<file path="src/rtl/dff_arb_pkg.sv">
// Shared types and helpers for the round-robin register arbiter.
package dff_arb_pkg;

  typedef enum logic {IDLE = 1'b0, BUSY = 1'b1} state_e;

  // Widest requester vector the rotate helpers handle.
  localparam int MAX_REQ = 32;

  // Pointer/index width for n requesters, never narrower than one bit.
  function automatic int ptr_w(input int n);
    return (n > 1) ? $clog2(n) : 1;
  endfunction

  // Rotate right by sh within the low n bits: r[i] = v[(i+sh) mod n].
  // sh is expected in [0, n).
  function automatic logic [MAX_REQ-1:0] rotr(input logic [MAX_REQ-1:0] v,
                                              input int sh, input int n);
    logic [MAX_REQ-1:0] r;
    int j;
    r = '0;
    for (int i = 0; i < MAX_REQ; i++) begin
      if (i < n) begin
        j = i + sh;
        if (j >= n) j = j - n;
        r[i] = v[j];
      end
    end
    return r;
  endfunction

  // Inverse of rotr: r[(i+sh) mod n] = v[i].
  function automatic logic [MAX_REQ-1:0] rotl(input logic [MAX_REQ-1:0] v,
                                              input int sh, input int n);
    logic [MAX_REQ-1:0] r;
    int j;
    r = '0;
    for (int i = 0; i < MAX_REQ; i++) begin
      if (i < n) begin
        j = i + sh;
        if (j >= n) j = j - n;
        r[j] = v[i];
      end
    end
    return r;
  endfunction

endpackage

</file>
<file path="src/rtl/rr_pick.sv">
// Combinational round-robin pick: first set request after i_last, wrapping.
module rr_pick
  import dff_arb_pkg::*;
#(
  parameter int N_REQ = 4,
  parameter int PW    = ptr_w(N_REQ)
) (
  input  logic [N_REQ-1:0] i_req,
  input  logic [PW-1:0]    i_last,
  output logic [N_REQ-1:0] o_onehot,
  output logic [PW-1:0]    o_idx
);

  int               w_start;
  logic [N_REQ-1:0] w_rot;
  logic [N_REQ-1:0] w_prio;

  // Rotate so the search start sits at bit 0, take lowest set bit, rotate back.
  always_comb begin
    w_start  = (int'(i_last) >= N_REQ - 1) ? 0 : int'(i_last) + 1;
    w_rot    = N_REQ'(rotr(MAX_REQ'(i_req), w_start, N_REQ));
    w_prio   = '0;
    for (int i = N_REQ - 1; i >= 0; i--) begin
      if (w_rot[i]) w_prio = N_REQ'(1) << i;
    end
    o_onehot = N_REQ'(rotl(MAX_REQ'(w_prio), w_start, N_REQ));
    o_idx    = '0;
    for (int i = 0; i < N_REQ; i++) begin
      if (o_onehot[i]) o_idx = PW'(i);
    end
  end

endmodule

</file>
<file path="src/rtl/dff_rr_arbiter.sv">
// Round-robin arbiter that sequences writes into one shared W-bit register.
module dff_rr_arbiter
  import dff_arb_pkg::*;
#(
  parameter int N_REQ = 4,
  parameter int WIDTH = 8,
  parameter int HOLD  = 2
) (
  input  logic                     clk,
  input  logic                     rst,
  input  logic [N_REQ-1:0]         req,
  input  logic [N_REQ*WIDTH-1:0]   din,
  output logic [N_REQ-1:0]         gnt,
  output logic [N_REQ-1:0]         ack,
  output logic                     busy,
  output logic [$clog2(N_REQ)-1:0] owner,
  output logic [WIDTH-1:0]         dout
);

  localparam int PW = ptr_w(N_REQ);
  localparam int CW = (HOLD > 1) ? $clog2(HOLD) : 1;

  state_e           r_state;
  logic [CW-1:0]    r_cnt;
  logic [PW-1:0]    r_last;
  logic [PW-1:0]    r_owner;
  logic [N_REQ-1:0] r_gnt;
  logic [WIDTH-1:0] r_dout;

  logic [N_REQ-1:0] w_onehot;
  logic [PW-1:0]    w_idx;

  rr_pick #(.N_REQ(N_REQ), .PW(PW)) u_pick (
    .i_req    (req),
    .i_last   (r_last),
    .o_onehot (w_onehot),
    .o_idx    (w_idx)
  );

  // Grant/hold/release sequencer; requests are only looked at while IDLE.
  always_ff @(posedge clk or posedge rst) begin
    if (rst) begin
      r_state <= IDLE;
      r_cnt   <= '0;
      r_last  <= PW'(N_REQ - 1);
      r_owner <= '0;
      r_gnt   <= '0;
      r_dout  <= '0;
    end else begin
      case (r_state)
        IDLE: begin
          if (|req) begin
            r_gnt   <= w_onehot;
            r_owner <= w_idx;
            r_dout  <= din[int'(w_idx)*WIDTH +: WIDTH];
            r_cnt   <= CW'(HOLD - 1);
            r_state <= BUSY;
          end
        end
        BUSY: begin
          if (r_cnt != '0) begin
            r_cnt <= r_cnt - CW'(1);
          end else begin
            r_gnt   <= '0;
            r_last  <= r_owner;
            r_state <= IDLE;
          end
        end
        default: r_state <= IDLE;
      endcase
    end
  end

  // Ack decodes purely from registered state so it cannot glitch.
  assign ack   = (r_state == BUSY && r_cnt == '0) ? r_gnt : '0;
  assign busy  = (r_state == BUSY);
  assign gnt   = r_gnt;
  assign owner = r_owner;
  assign dout  = r_dout;

endmodule

</file>
<file path="config.mk">
export PLATFORM = sky130hd
export DESIGN_NAME = dff_rr_arbiter
export DESIGN_NICKNAME = d
export VERILOG_FILES = /design/src/rtl/dff_arb_pkg.sv /design/src/rtl/rr_pick.sv /design/src/rtl/dff_rr_arbiter.sv
export SDC_FILE = /design/constraint.sdc
export NUM_CORES = 1
export LEC_CHECK = 0
export BUFFER_PORTS_ARGS = -buffer_cell sky130_fd_sc_hd__buf_2
export CORE_UTILIZATION = 40
export DETAILED_ROUTE_END_ITERATION = 10
export GPL_TIMING_DRIVEN = 0
export PLACE_DENSITY = 0.68
export SYNTH_ARGS = -nofsm -noshare
export SYNTH_HDL_FRONTEND = slang
export SYNTH_HIERARCHICAL = 1
export SYNTH_SLANG_ARGS = --single-unit
</file>
<file path="constraint.sdc">
create_clock -name clk -period 6.7 [get_ports clk]
set_clock_uncertainty 0.2 [all_clocks]
set_input_delay 0.67 -clock clk [delete_from_list [all_inputs] [get_ports clk]]
set_output_delay 0.67 -clock clk [all_outputs]
set_load 0.03 [all_outputs]
</file>
==> impl_metrics.env <==
export IMPL_place_congestion=0.809
export IMPL_cts_htree_levels=1
export IMPL_seq_area_um2=453
export IMPL_final_max_slew_viol_count=0
export IMPL_r2r_start="r_last[0]"
export IMPL_grt_pass1_vias=1029
export IMPL_drc=0
export IMPL_async_flop_share=1.00
export IMPL_grt_pass1_wl_um=4480
export IMPL_antenna_found_initial=0
export IMPL_rrSetupSlack_ns=2.75
export IMPL_finalSetupViolations=0
export IMPL_fmax_mhz=253
export IMPL_cts_resized_gates=0
export IMPL_worstSetupPathType="register to register"
export IMPL_cts_buffers=3
export IMPL_drt_total_wl_um=2910
export IMPL_grt_start_max_net_pins=19
export IMPL_yosysWarnings=6
export IMPL_root_buffer="clkbuf_4"
export IMPL_yosysMostFrequentCell="dfrtp_1"
export IMPL_drv_cap=0
export IMPL_gr_total_overflow=0
export IMPL_worstSetupStartpoint="r_last[0]"
export IMPL_nets=228
export IMPL_grt_setup_unrepaired="no"
export IMPL_cts_buffer_depth=2
export IMPL_tritoncts="done"
export IMPL_stdcell_area_um2=1800
export IMPL_die_area_um2=3820
export IMPL_path_clk_slew_ns=0.09
export IMPL_postCtsSetupRepairBufs=0
export IMPL_grt_use_total=0.155
export IMPL_synthTopCellsByArea="dfrtp_1 28%, mux4_2 13%, mux2_4 7.3%"
export IMPL_wire_per_inst_um=12.8
export IMPL_row_count=21
export IMPL_synth_seq_cells=18
export IMPL_detail_route_iter0_violations=60
export IMPL_clock_latency_ns=0.28
export IMPL_ff2ff_path_depth=10
export IMPL_fin_crit_ns=3.95
export IMPL_coreArea_um2=3390
export IMPL_drive_gt1_frac=0.525
export IMPL_power_density_nw_per_um2=600
export IMPL_ant_nets=0
export IMPL_io_pins=57
export IMPL_r2r_end="dout[5]"
export IMPL_status="finished clean"
export IMPL_end_kind="register"
export IMPL_crit_arrival_ns=3.92
export IMPL_synth_commonest_cells="16 x dfrtp_1, 10 x nor2_1, 9 x nand2_1"
export IMPL_synthCells=121
export IMPL_syn2layout_area_growth_pct=25.4
export IMPL_critical_path_peak_fanout=10
export IMPL_portBuffers=56
export IMPL_diodes=0
export IMPL_start_kind="register"
export IMPL_hold_path_class="input pin to async pin"
export IMPL_period_share=0.589
export IMPL_finalHoldViolCount=0
export IMPL_ir_drop_mv=0.271
export IMPL_syn_area_um2=1430
export IMPL_dpl_cell_area_um2=1770
export IMPL_synth_edf_count=0
export IMPL_power_leakage_uw=0.000871
export IMPL_viasPerCell=5.07
export IMPL_num_vias=1152
export IMPL_fillers=304
export IMPL_die_w_um=61.8
export IMPL_dp_hpwl_um=2420
export IMPL_yosysTopAreaCell="dfrtp_1"
export IMPL_die_h_um=61.8
export IMPL_max_slew_margin=0.561
export IMPL_cts_hold_buffers=0
export IMPL_syn_num_nets=167
export IMPL_start_util=0.422
export IMPL_tightest_slew_ns=0.658
export IMPL_synth_top_area_frac=0.280
export IMPL_syn_area_per_cell_um2=11.8
export IMPL_dr_pass1_iters=4
export IMPL_cp_endpoint="dout[5]"
export IMPL_critPathRequiredTime_ns=6.67
export IMPL_seq_area_frac_synth=0.316
export IMPL_ys_types=37
export IMPL_synth_main_ff_cell="dfrtp_1"
export IMPL_multi_input_area_um2=892
export IMPL_finalSetupTns_ns=0
export IMPL_fin_util=0.530
export IMPL_clkSinkCount=18
## per-layer routing
layer / vias to the layer above / part of all wire / GRT usage
li1: 569 / - / -
met1: 563 / 0.43 / 0.188
met2: 18 / 0.55 / 0.286
met3: 2 / 0.018 / 0.0373
met4: 0 / 0.0065 / 0.0222
met5: - / 0 / 0
## metrics by stage
step	setup slack, ns	hold WS [ns]	std cells	total power (µW)
CTS	2.70	0.284	227	1090
finish	2.75	0.272	227	1080
floorplan	2.99	0.278	121	878
global placement	2.79	0.283	223	1010
detailed placement	2.72	0.291	223	1040
global route	2.56	0.319	227	1170
## kinds of logic after synthesis
kind of cell | count (synthesis) | share of synthesized area
AOI/OAI and AO/OA | 18 | 0.111
adders and majority gates | 8 | 0.0699
buffers and inverters | 14 | 0.0603
DFF | 18 | 0.316
muxes | 26 | 0.305
and+or+nand+nor | 37 | 0.137
## final cells by class
type                            count  area share
Sequential cell                    18       0.252
Multi-Input combinational cell     89       0.497
Clock buffer                        4      0.0146
Tap cell                           46      0.0321
Inverter                            8      0.0167
Buffer                              6      0.0314
Timing Repair Buffer               56       0.156
## worst min path at each step
stage                       start  endpoint  depth (start not counted)
final                         rst   dout[6]                          2
after global routing          rst   dout[6]                          2
after CTS                     rst   dout[6]                          2
after detailed placement  dout[6]   dout[6]                          1
after global placement       busy     r_cnt                          1
after floorplan             r_cnt     r_cnt                          2
## cell usage in the layout (no fill, tap or decap), types with 3 or more instances in the layout
cell type and count:
o21ai_0 5, inv_1 8, nor2_1 10, nand3_1 4
dfrtp_1 16, mux2_2 7, buf_2 58, mux4_2 8
ha_1 8, mux2_4 7, and2_1 4, nand2_1 9
clkbuf_4 3
## report_power, final
group,leakage [µW],internal (µW),switching [µW]
Sequential,0.000214,169,41.6
Combinational,0.000642,410,405
Clock,0.0000150,23.1,29.5
Total,0.000871,602,476
## state kept, by name (all words and copies together) (netlist names)
name    flops
dout        8
gnt         4
owner       2
r_last      2
busy        1
r_cnt       1
## critical path: stages (launching register included)
cell	delay, ns
dfstp_2	0.66
inv_1	0.12
ha_1	0.24
or2_2	0.29
or4b_4	0.55
a211oi_4	0.32
o221a_4	0.24
o21bai_1	0.10
buf_2	0.30
mux4_2	0.55
mux2_4	0.27
No activity file was read; power rests on OpenSTA's default activity.
